File: config.mk
export PLATFORM = sky130hd
export DESIGN_NAME = overture_ctrl_flat
export DESIGN_NICKNAME = d
export VERILOG_FILES = /design/src/rtl/overture_ctrl_if.sv /design/src/rtl/overture_ctrl.sv /design/src/flat_wrapper.sv
export SDC_FILE = /design/constraint.sdc
export NUM_CORES = 1
export LEC_CHECK = 0
export ABC_CLOCK_PERIOD_IN_PS = 5200
export CORE_MARGIN = 2
export CORE_UTILIZATION = 56
export DETAILED_ROUTE_END_ITERATION = 7
export HOLD_SLACK_MARGIN = 0.08
export PLACE_DENSITY = 0.9
export SYNTH_ARGS = -nofsm -noshare
export SYNTH_HDL_FRONTEND = slang
export SYNTH_SLANG_ARGS = --single-unit
export TNS_END_PERCENT = 1
File: constraint.sdc
create_clock -name clk -period 5.2 [get_ports clk]
set_clock_uncertainty 0.05 [all_clocks]
set_input_delay 1.04 -clock clk [delete_from_list [all_inputs] [get_ports clk]]
set_output_delay 1.04 -clock clk [all_outputs]
set_load 0.005 [all_outputs]
File: src/rtl/overture_ctrl_if.sv
// Bus bundle between the Overture sequencer and its environment:
// instruction fetch port, ALU operand/result lanes, and the byte I/O ports.
interface overture_ctrl_if;
    // Instruction fetch
    logic [7:0] pc;
    logic       instr_valid;
    logic [7:0] instr;
    logic       instr_ready;

    // ALU lanes (the ALU itself is purely combinational)
    logic [7:0] alu_cmd;
    logic [7:0] alu_in1;
    logic [7:0] alu_in2;
    logic [7:0] alu_result;

    // Input byte port
    logic       in_valid;
    logic [7:0] in_data;
    logic       in_ready;

    // Output byte port
    logic       out_valid;
    logic [7:0] out_data;
    logic       out_ready;

    // Sequencer side
    modport master (
        output pc, instr_ready, alu_cmd, alu_in1, alu_in2, in_ready, out_valid, out_data,
        input  instr_valid, instr, alu_result, in_valid, in_data, out_ready
    );

    // Environment side: program memory, ALU and byte endpoints
    modport slave (
        input  pc, instr_ready, alu_cmd, alu_in1, alu_in2, in_ready, out_valid, out_data,
        output instr_valid, instr, alu_result, in_valid, in_data, out_ready
    );
endinterface

File: src/rtl/overture_ctrl.sv
// Overture instruction sequencer: fetches 8-bit instructions, decodes them into
// immediates, ALU calculations, register/port copies and conditional jumps,
// and owns the six general registers r0..r5.
module overture_ctrl #(
    parameter logic [31:0] UUID = 32'd0,
    parameter string       NAME = ""
) (
    input  logic           clk,
    input  logic           rst,
    overture_ctrl_if.master bus
);

    typedef enum logic {
        FETCH = 1'b0,
        EXEC  = 1'b1
    } state_t;

    typedef enum logic [1:0] {
        OP_IMM  = 2'b00,
        OP_CALC = 2'b01,
        OP_COPY = 2'b10,
        OP_COND = 2'b11
    } op_t;

    // COPY operand codes that address something other than a register
    localparam logic [2:0] SRC_IN   = 3'd6;  // read the input port
    localparam logic [2:0] DST_OUT  = 3'd7;  // write the output port
    localparam logic [2:0] NUM_REGS = 3'd6;  // codes below this are r0..r5

    // Anonymous instances (no identity given) are marked in the elaborated hierarchy.
    if (UUID == 32'd0 && NAME == "") begin : g_anonymous
    end

    state_t     state;
    state_t     state_next;
    logic [7:0] regs [6];
    logic [7:0] ir;
    logic [7:0] pc_q;
    logic       out_valid_q;
    logic [7:0] out_data_q;

    // Decode results
    op_t        op;
    logic [2:0] src;
    logic [2:0] dst;
    logic       slot_free;
    logic       src_ok;
    logic       dst_ok;
    logic       done;
    logic       load_out;
    logic       jump_taken;
    logic       cond_true;
    logic       r3_zero;
    logic       r3_neg;
    logic [7:0] copy_val;

    assign op  = op_t'(ir[7:6]);
    assign src = ir[5:3];
    assign dst = ir[2:0];

    // Decode the held instruction: operand readiness, completion, copy value and branch test.
    always_comb begin
        // NOTE: every signal written here gets a default first so no path leaves it unassigned (no latch).
        slot_free  = 1'b0;
        src_ok     = 1'b0;
        dst_ok     = 1'b0;
        done       = 1'b0;
        load_out   = 1'b0;
        jump_taken = 1'b0;
        cond_true  = 1'b0;
        r3_zero    = 1'b0;
        r3_neg     = 1'b0;
        copy_val   = 8'h00;

        // The output slot can take a byte if empty or being drained this cycle.
        slot_free = !out_valid_q || bus.out_ready;
        src_ok    = (src != SRC_IN)  || bus.in_valid;
        dst_ok    = (dst != DST_OUT) || slot_free;

        case (src)
            3'd0:    copy_val = regs[0];
            3'd1:    copy_val = regs[1];
            3'd2:    copy_val = regs[2];
            3'd3:    copy_val = regs[3];
            3'd4:    copy_val = regs[4];
            3'd5:    copy_val = regs[5];
            3'd6:    copy_val = bus.in_data;
            default: copy_val = 8'h00;
        endcase

        // r3 is tested as a signed byte.
        r3_zero = (regs[3] == 8'h00);
        r3_neg  = regs[3][7];
        case (ir[2:0])
            3'd0:    cond_true = 1'b0;
            3'd1:    cond_true = r3_zero;
            3'd2:    cond_true = r3_neg;
            3'd3:    cond_true = r3_neg || r3_zero;
            3'd4:    cond_true = 1'b1;
            3'd5:    cond_true = !r3_zero;
            3'd6:    cond_true = !r3_neg;
            default: cond_true = !r3_neg && !r3_zero;
        endcase

        // Only COPY can stall; everything else finishes in its single EXEC cycle.
        done       = (state == EXEC) && ((op != OP_COPY) || (src_ok && dst_ok));
        load_out   = done && (op == OP_COPY) && (dst == DST_OUT);
        jump_taken = (op == OP_COND) && cond_true;
    end

    // FSM state register.
    always_ff @(posedge clk) begin
        // NOTE: sequential state uses non-blocking assignments so every flop samples pre-edge values.
        if (rst) begin
            state <= FETCH;
        end else begin
            state <= state_next;
        end
    end

    // FSM next-state: fetch until a word arrives, execute until the instruction completes.
    always_comb begin
        state_next = state;
        case (state)
            FETCH:   if (bus.instr_valid) state_next = EXEC;
            EXEC:    if (done)            state_next = FETCH;
            default: state_next = FETCH;
        endcase
    end

    // FSM outputs: fetch handshake and input-port consumption strobe.
    always_comb begin
        bus.instr_ready = (state == FETCH);
        // Only asserted when the copy can complete on the output side as well,
        // so an offered input byte is never taken without being delivered.
        bus.in_ready    = (state == EXEC) && (op == OP_COPY) && (src == SRC_IN) && dst_ok;
    end

    // Datapath: instruction register, program counter, register file and output slot.
    always_ff @(posedge clk) begin
        if (rst) begin
            ir          <= 8'h00;
            pc_q        <= 8'h00;
            out_valid_q <= 1'b0;
            out_data_q  <= 8'h00;
            // NOTE: the register file is six flops wide, not a RAM, so it is reset like any other state.
            for (int i = 0; i < 6; i++) begin
                regs[i] <= 8'h00;
            end
        end else begin
            if (state == FETCH && bus.instr_valid) begin
                ir <= bus.instr;
            end

            if (done) begin
                pc_q <= jump_taken ? regs[0] : pc_q + 8'd1;
                case (op)
                    OP_IMM:  regs[0] <= {2'b00, ir[5:0]};
                    OP_CALC: regs[3] <= bus.alu_result;
                    OP_COPY: if (dst < NUM_REGS) regs[dst] <= copy_val;
                    default: ;
                endcase
            end

            // A new byte takes priority over draining, keeping out_valid high back to back.
            if (load_out) begin
                out_valid_q <= 1'b1;
                out_data_q  <= copy_val;
            end else if (bus.out_ready) begin
                out_valid_q <= 1'b0;
            end
        end
    end

    assign bus.pc        = pc_q;
    assign bus.out_valid = out_valid_q;
    assign bus.out_data  = out_data_q;
    assign bus.alu_cmd   = {5'b00000, ir[2:0]};
    assign bus.alu_in1   = regs[1];
    assign bus.alu_in2   = regs[2];

endmodule
File: src/flat_wrapper.sv
// flat-port wrapper written by rule: the top's interface ports become plain ports
module overture_ctrl_flat 
#(
    parameter logic [31:0] UUID = 32'd0,
    parameter string       NAME = ""
)
  (clk, rst, bus_pc, bus_instr_ready, bus_alu_cmd, bus_alu_in1, bus_alu_in2, bus_in_ready, bus_out_valid, bus_out_data, bus_instr_valid, bus_instr, bus_alu_result, bus_in_valid, bus_in_data, bus_out_ready);
  overture_ctrl_if bus_i ();
  input  logic clk;
  input  logic rst;
  output wire logic [$bits(bus_i.pc)-1:0] bus_pc;
  output wire logic [$bits(bus_i.instr_ready)-1:0] bus_instr_ready;
  output wire logic [$bits(bus_i.alu_cmd)-1:0] bus_alu_cmd;
  output wire logic [$bits(bus_i.alu_in1)-1:0] bus_alu_in1;
  output wire logic [$bits(bus_i.alu_in2)-1:0] bus_alu_in2;
  output wire logic [$bits(bus_i.in_ready)-1:0] bus_in_ready;
  output wire logic [$bits(bus_i.out_valid)-1:0] bus_out_valid;
  output wire logic [$bits(bus_i.out_data)-1:0] bus_out_data;
  input wire logic [$bits(bus_i.instr_valid)-1:0] bus_instr_valid;
  input wire logic [$bits(bus_i.instr)-1:0] bus_instr;
  input wire logic [$bits(bus_i.alu_result)-1:0] bus_alu_result;
  input wire logic [$bits(bus_i.in_valid)-1:0] bus_in_valid;
  input wire logic [$bits(bus_i.in_data)-1:0] bus_in_data;
  input wire logic [$bits(bus_i.out_ready)-1:0] bus_out_ready;
  assign bus_pc = bus_i.pc;
  assign bus_instr_ready = bus_i.instr_ready;
  assign bus_alu_cmd = bus_i.alu_cmd;
  assign bus_alu_in1 = bus_i.alu_in1;
  assign bus_alu_in2 = bus_i.alu_in2;
  assign bus_in_ready = bus_i.in_ready;
  assign bus_out_valid = bus_i.out_valid;
  assign bus_out_data = bus_i.out_data;
  assign bus_i.instr_valid = bus_instr_valid;
  assign bus_i.instr = bus_instr;
  assign bus_i.alu_result = bus_alu_result;
  assign bus_i.in_valid = bus_in_valid;
  assign bus_i.in_data = bus_in_data;
  assign bus_i.out_ready = bus_out_ready;
  overture_ctrl #(.UUID(UUID), .NAME(NAME)) u_core (.clk(clk), .rst(rst), .bus(bus_i));
endmodule
Word-level counts from Yosys, hierarchy flattened
Memory sizes are Yosys's and may differ from the RTL's.
Index checks and enable logic that the tools add are counted.
{"block": "classes", "add_sub_neg": 1, "n_mul": 0, "div": 0, "n_lt_le_gt_ge": 1, "eq_ne": 19, "shifts": 0, "muxes": 28, "bitwise": 3, "reduce_logical": 24}
{"op": "$pmux 8 s7", "count": 1}
{"op": "$mux 8", "count": 4}
{"op": "$eq 3x3->1 const B", "count": 7}
{"op": "$mux 1", "count": 20}
{"op": "$eq 3x2->1 const B", "count": 4}
{"op": "$logic_and 1x1->1", "count": 10}
{"op": "$add 8x1->8 const B", "count": 1}
{"op": "$logic_not 8->1", "count": 1}
{"op": "$reduce_or 8->1", "count": 1}
{"op": "$pmux 1 s7", "count": 1}
{"op": "$eq 3x1->1 const B", "count": 2}
{"op": "$logic_not 3->1", "count": 2}
{"op": "$ne 3x3->1 const B", "count": 2}
{"op": "$logic_or 1x1->1", "count": 5}
{"op": "$eq 2x2->1 const B", "count": 2}
{"op": "$logic_not 1->1", "count": 3}
{"op": "$lt 3x3->1 const B", "count": 1}
{"op": "$mux 3", "count": 1}
{"op": "$eq 2x1->1 const B", "count": 1}
{"op": "$logic_not 2->1", "count": 1}
{"op": "$ne 2x2->1 const B", "count": 1}
{"op": "$or 1x1->1", "count": 2}
{"op": "$pmux 1 s2", "count": 1}
{"op": "$reduce_bool 2->1", "count": 1}
{"op": "$not 1->1", "count": 1}
{"block": "totals", "reg_bits": 26, "latchBits": 0, "ramBits": 48, "romBits": 0, "inputBits": 29, "elab_cells": 82, "memories": 1}
{"name": "u_core.regs", "depth": 6, "word_bits": 8, "rd": 6, "rd_ports_with_merged_regs": 0, "write_ports": 6, "line": "overture_ctrl.sv:36", "source": "logic [7:0] regs [6];"}

Longest topological paths before layout
{"block": "logic_depth", "ltp_word": 11, "mapped_depth": 8, "ltp_nobuf": 6}

Least setup slack after synthesis
Ideal clock, no wire load.
{"block": "synth_path", "path_kind": "input-to-reg", "from": "in rst", "to": "mem u_core.regs[3][0] (enable)", "setup_time_ns": 0.300, "arrival_time_ns": 2.426, "path_slack_ns": 2.424, "cell_stages": 6, "path_cell_list": "clkbuf_1 -> nor4_2 -> o21bai_1 -> nand2b_1 -> buf_2 -> nand2_1"}
{"item": "from (decl)", "line": "flat_wrapper.sv:10", "source": "input logic rst;"}
{"item": "to (decl)", "line": "overture_ctrl.sv:36"}

Final worst setup path
{"block": "layout_path", "from": "reg u_core.ir[4]", "to": "out bus_in_ready"}
{"block": "layout_via", "elab_chain_len": 3}
{"item": "from (decl)", "line": "overture_ctrl.sv:37", "source": "logic [7:0] ir;"}
{"item": "from (signal assigned)", "line": "overture_ctrl.sv:152", "source": "ir <= bus.instr;"}
{"item": "$eq 3x3->1", "line": "overture_ctrl.sv:136", "source": "bus.in_ready = (state == EXEC) && (op == OP_COPY) && (src == SRC_IN) && dst_ok;"}
{"item": "$logic_and 1x1->1 (2 in a row)", "line": "overture_ctrl.sv:136"}
{"item": "to (decl)", "line": "flat_wrapper.sv:16", "source": "output wire logic [$bits(bus_i.in_ready)-1:0] bus_in_ready;"}
No other way between the ends.

==> flow_summary.toml <==
[run_status]
status = "finished clean"

[grt]
grt_pass1_vias = 2965
grt_pass1_wl_mm = 16.05
grt_antenna_before_repair = 0
grt-ovfl-total = 0
grt_max_degree = 30
grt_usage = 0.2927

[setup_path]
r2r_cells = 6
worstSetupPathType = "flip-flop to primary output"
startpoint_type = "flip-flop"
cpMaxStageDelayCell = "dfxtp_1"
cp.depth = 4
cp.buffers_inverters = 1
critPathTopFamily = "flip-flops"
endpoint_kind = "primary output"
required_ns = 4.11
critical_path.cell_chain = "nor2b_1, nand4_1, nor2_1, clkdlybuf4s50_1"
arrival_ns = 2.48
slowest_delay_ns = 0.95
critical_path.max_fanout = 22

[synthesis]
synth_seq_cells = 74
synth_edf_count = 48
synth_ff_type = "edfxtp_1"
yosysTopAreaCellShare = 0.3773
syn-instance-count = 362
syn_avg_cell_area_um2 = 10.55
ys_types = 58
netlist_area_mm2 = 0.003820
seq_area_frac_synth = 0.5136
synth_area_leaders = "edfxtp_1 (38%), dfxtp_1 (14%), nor2_1 (6.1%)"
synth_warnings = 0
synthArstFlopShare = 0
synth_top_area_cell = "edfxtp_1"

[timing]
worstMarginPinSlew_ns = 1.065
tns_ns = 0
layout_min_cycle_time_ns = 3.569
hold_viol_final = 0
grt_setup_unrepaired = "false"
max_freq_ghz = 0.2802
period_share = 0.6864
hold_ws_ns = 0.4631
setup_viol = 0
slew_viol_final = 0
relSlewSlack = 0.2890

[place]
dp.final_hpwl_mm = 7.469
gp_congestion = 0.9282
dp.cells = 489
port_buffers = 66

[job]
drv_cap = 0

[floorplan]
die_x_um = 86.59
io_pins = 72
std_cell_rows = 30
core-area_mm2 = 0.006681
start_util = 0.5717
die_h_um = 86.59
die_area_mm2 = 0.007498

[clock_tree]
path_clk_slew_ns = 0.08
clkLatencyLatePin_ns = 0.36
cts_hold_buf = 0
clkSinkCount = 74
root_buffer = "clkbuf_8"
cts_buffers = 9
postCtsResizedCells = 0
clock_path_buffers = 2
cts_setup_buffers = 0
h-tree-depth = 3
cts_tree = "yes"

[final_layout]
fillers = 508
final_nets = 450
syn2layout_area_growth_pct = 23.09
diodes = 0
multi_input_area_mm2 = 0.001640
final_util = 0.7037
drive_gt1_frac = 0.1200
fin_cells = 505
register_area_mm2 = 0.001962

[detailed_routing]
via_count = 3200
drt_wl_total_mm = 10.35
ant_nets = 0
dr.first_iter.drc_count = 377
drc = 0
firstDrtPassIters = 5
post_drt_wl_per_cell_um = 20.50
viasPerCell = 6.337

[power_and_ir_drop]
ir_drop_mv = 0.1981
power_mw = 1.359
power.density_mw_per_mm2 = 289.0
power_leakage_nw = 1.664

[min_path]
hp-class = "flip-flop to flip-flop"
hold_depth = 2
==> registers in the layout, summed over array words and instances (netlist names) <==
name,count
u_core.ir,8
u_core.bus.pc,8
u_core.bus.out_valid,1
u_core.regs,48
u_core.bus.out_data,8
u_core.state,1
==> per-layer routing <==
layer  up-vias  routed length, um  global-route usage  part of all wire
li1       1430                  -                   -                 -
met1      1555               3988              0.3882              0.39
met2       192               5162              0.4748              0.50
met3        23                944             0.05810             0.091
met4         0                257              0.1179             0.025
met5         -                  0                   0                 0
==> layout make-up <==
cell class                      instances  area share
Multi-Input combinational cell        244      0.3489
Tap cell                               80     0.02129
Sequential cell                        74      0.4172
Clock inverter                          7     0.02102
Clock buffer                            9     0.02634
Inverter                               19     0.01517
Timing Repair Buffer                   72      0.1501
==> final timing paths <==
| check | start | end | slack, ns |
|---|---|---|---|
| min | u_core.bus.out_data[0] | u_core.bus.out_data[0] | 0.46 |
| min reg2reg | u_core.bus.out_data[0] | u_core.bus.out_data[0] | 0.46 |
| max reg2reg | u_core.ir[4] | u_core.regs[2][5] | 2.30 |
| max | u_core.ir[4] | bus_in_ready | 1.63 |
==> synthesized netlist by cell type, types with 2 or more instances <==
cell type  instances
mux4_2             6
o211ai_1           3
o21a_1             5
a221o_1            2
a211oi_1           4
a221oi_1           3
nand2b_1           5
nand2_1           26
a222oi_1           2
o22ai_1            6
or2_2              2
o21ai_0            5
edfxtp_1          48
dfxtp_1           26
nand3_1            5
mux2i_1           12
nand3b_1           2
nor2b_1            5
clkbuf_1           7
a2bb2oi_1          2
nor2_1            62
buf_4              8
a31oi_1            7
o21bai_1           3
a22oi_1            8
mux2_2            12
and2_1             6
nor3_1             2
buf_2             12
inv_1             19
nand4_1            8
a21oi_1           12
o221ai_1           2
==> through the flow <==
step | area (um2) | setup slack [ns]
after floorplan | 3835 | 2.424
after detailed placement | 4479 | 1.632
after CTS | 4702 | 1.621
after global routing | 4702 | 1.446
after global placement | 4479 | 1.678
final | 4702 | 1.631
==> logic make-up after synthesis <==
| family | after synthesis | synth area share |
|---|---|---|
| compound gates | 70 | 0.1297 |
| xor+xnor | 2 | 0.006553 |
| fa+ha+maj | 1 | 0.003275 |
| buf+inv | 48 | 0.06093 |
| flops | 74 | 0.5136 |
| mux | 30 | 0.1022 |
| other cells | 1 | 0.0009817 |
| simple gates | 136 | 0.1828 |
==> layout by cell type, fill, tap and decap left out, drive strengths merged, types with 2 or more instances in the layout <==
cell           synthesis  final
clkdlybuf4s50          0     66
nor2                  62     62
edfxtp                48     48
nand2                 26     26
dfxtp                 26     26
inv                   19     22
a21oi                 12     12
mux2                  12     12
mux2i                 12     12
clkbuf                 7      9
nand4                  9      9
a22oi                  8      8
a31oi                  7      7
mux4                   6      6
o22ai                  6      6
and2                   6      6
buf                   22      6
o21ai                  6      6
nand2b                 6      6
nor2b                  5      5
nand3                  5      5
o21a                   5      5
conb                   1      5
a211oi                 4      4
a221oi                 3      3
o211ai                 3      3
o21bai                 3      3
nor3                   3      3
a2bb2oi                2      2
o221ai                 2      2
a222oi                 2      2
a221o                  2      2
nand3b                 2      2
or2                    2      2
bufinv                 0      2
nor4                   2      2
==> worst reg2reg max path: cells and delay by family, from the launching register on <==
family	cells	cell delay [ns]
AND/OR/NAND/NOR	1	0.06
flip-flops	1	0.95
multiplexers	1	0.43
buffers and inverters	1	0.24
AO/OA/AOI/OAI	3	0.91
==> where the power goes <==
part / internal (mW) / total [mW] / switching, mW / leakage [nW]
registers: 0.649 / 0.686 / 0.0370 / 0.708
logic: 0.0792 / 0.162 / 0.0824 / 0.843
clock network: 0.275 / 0.512 / 0.237 / 0.112
total: 1.00 / 1.36 / 0.356 / 1.66
(Power assumes the default switching activity.)
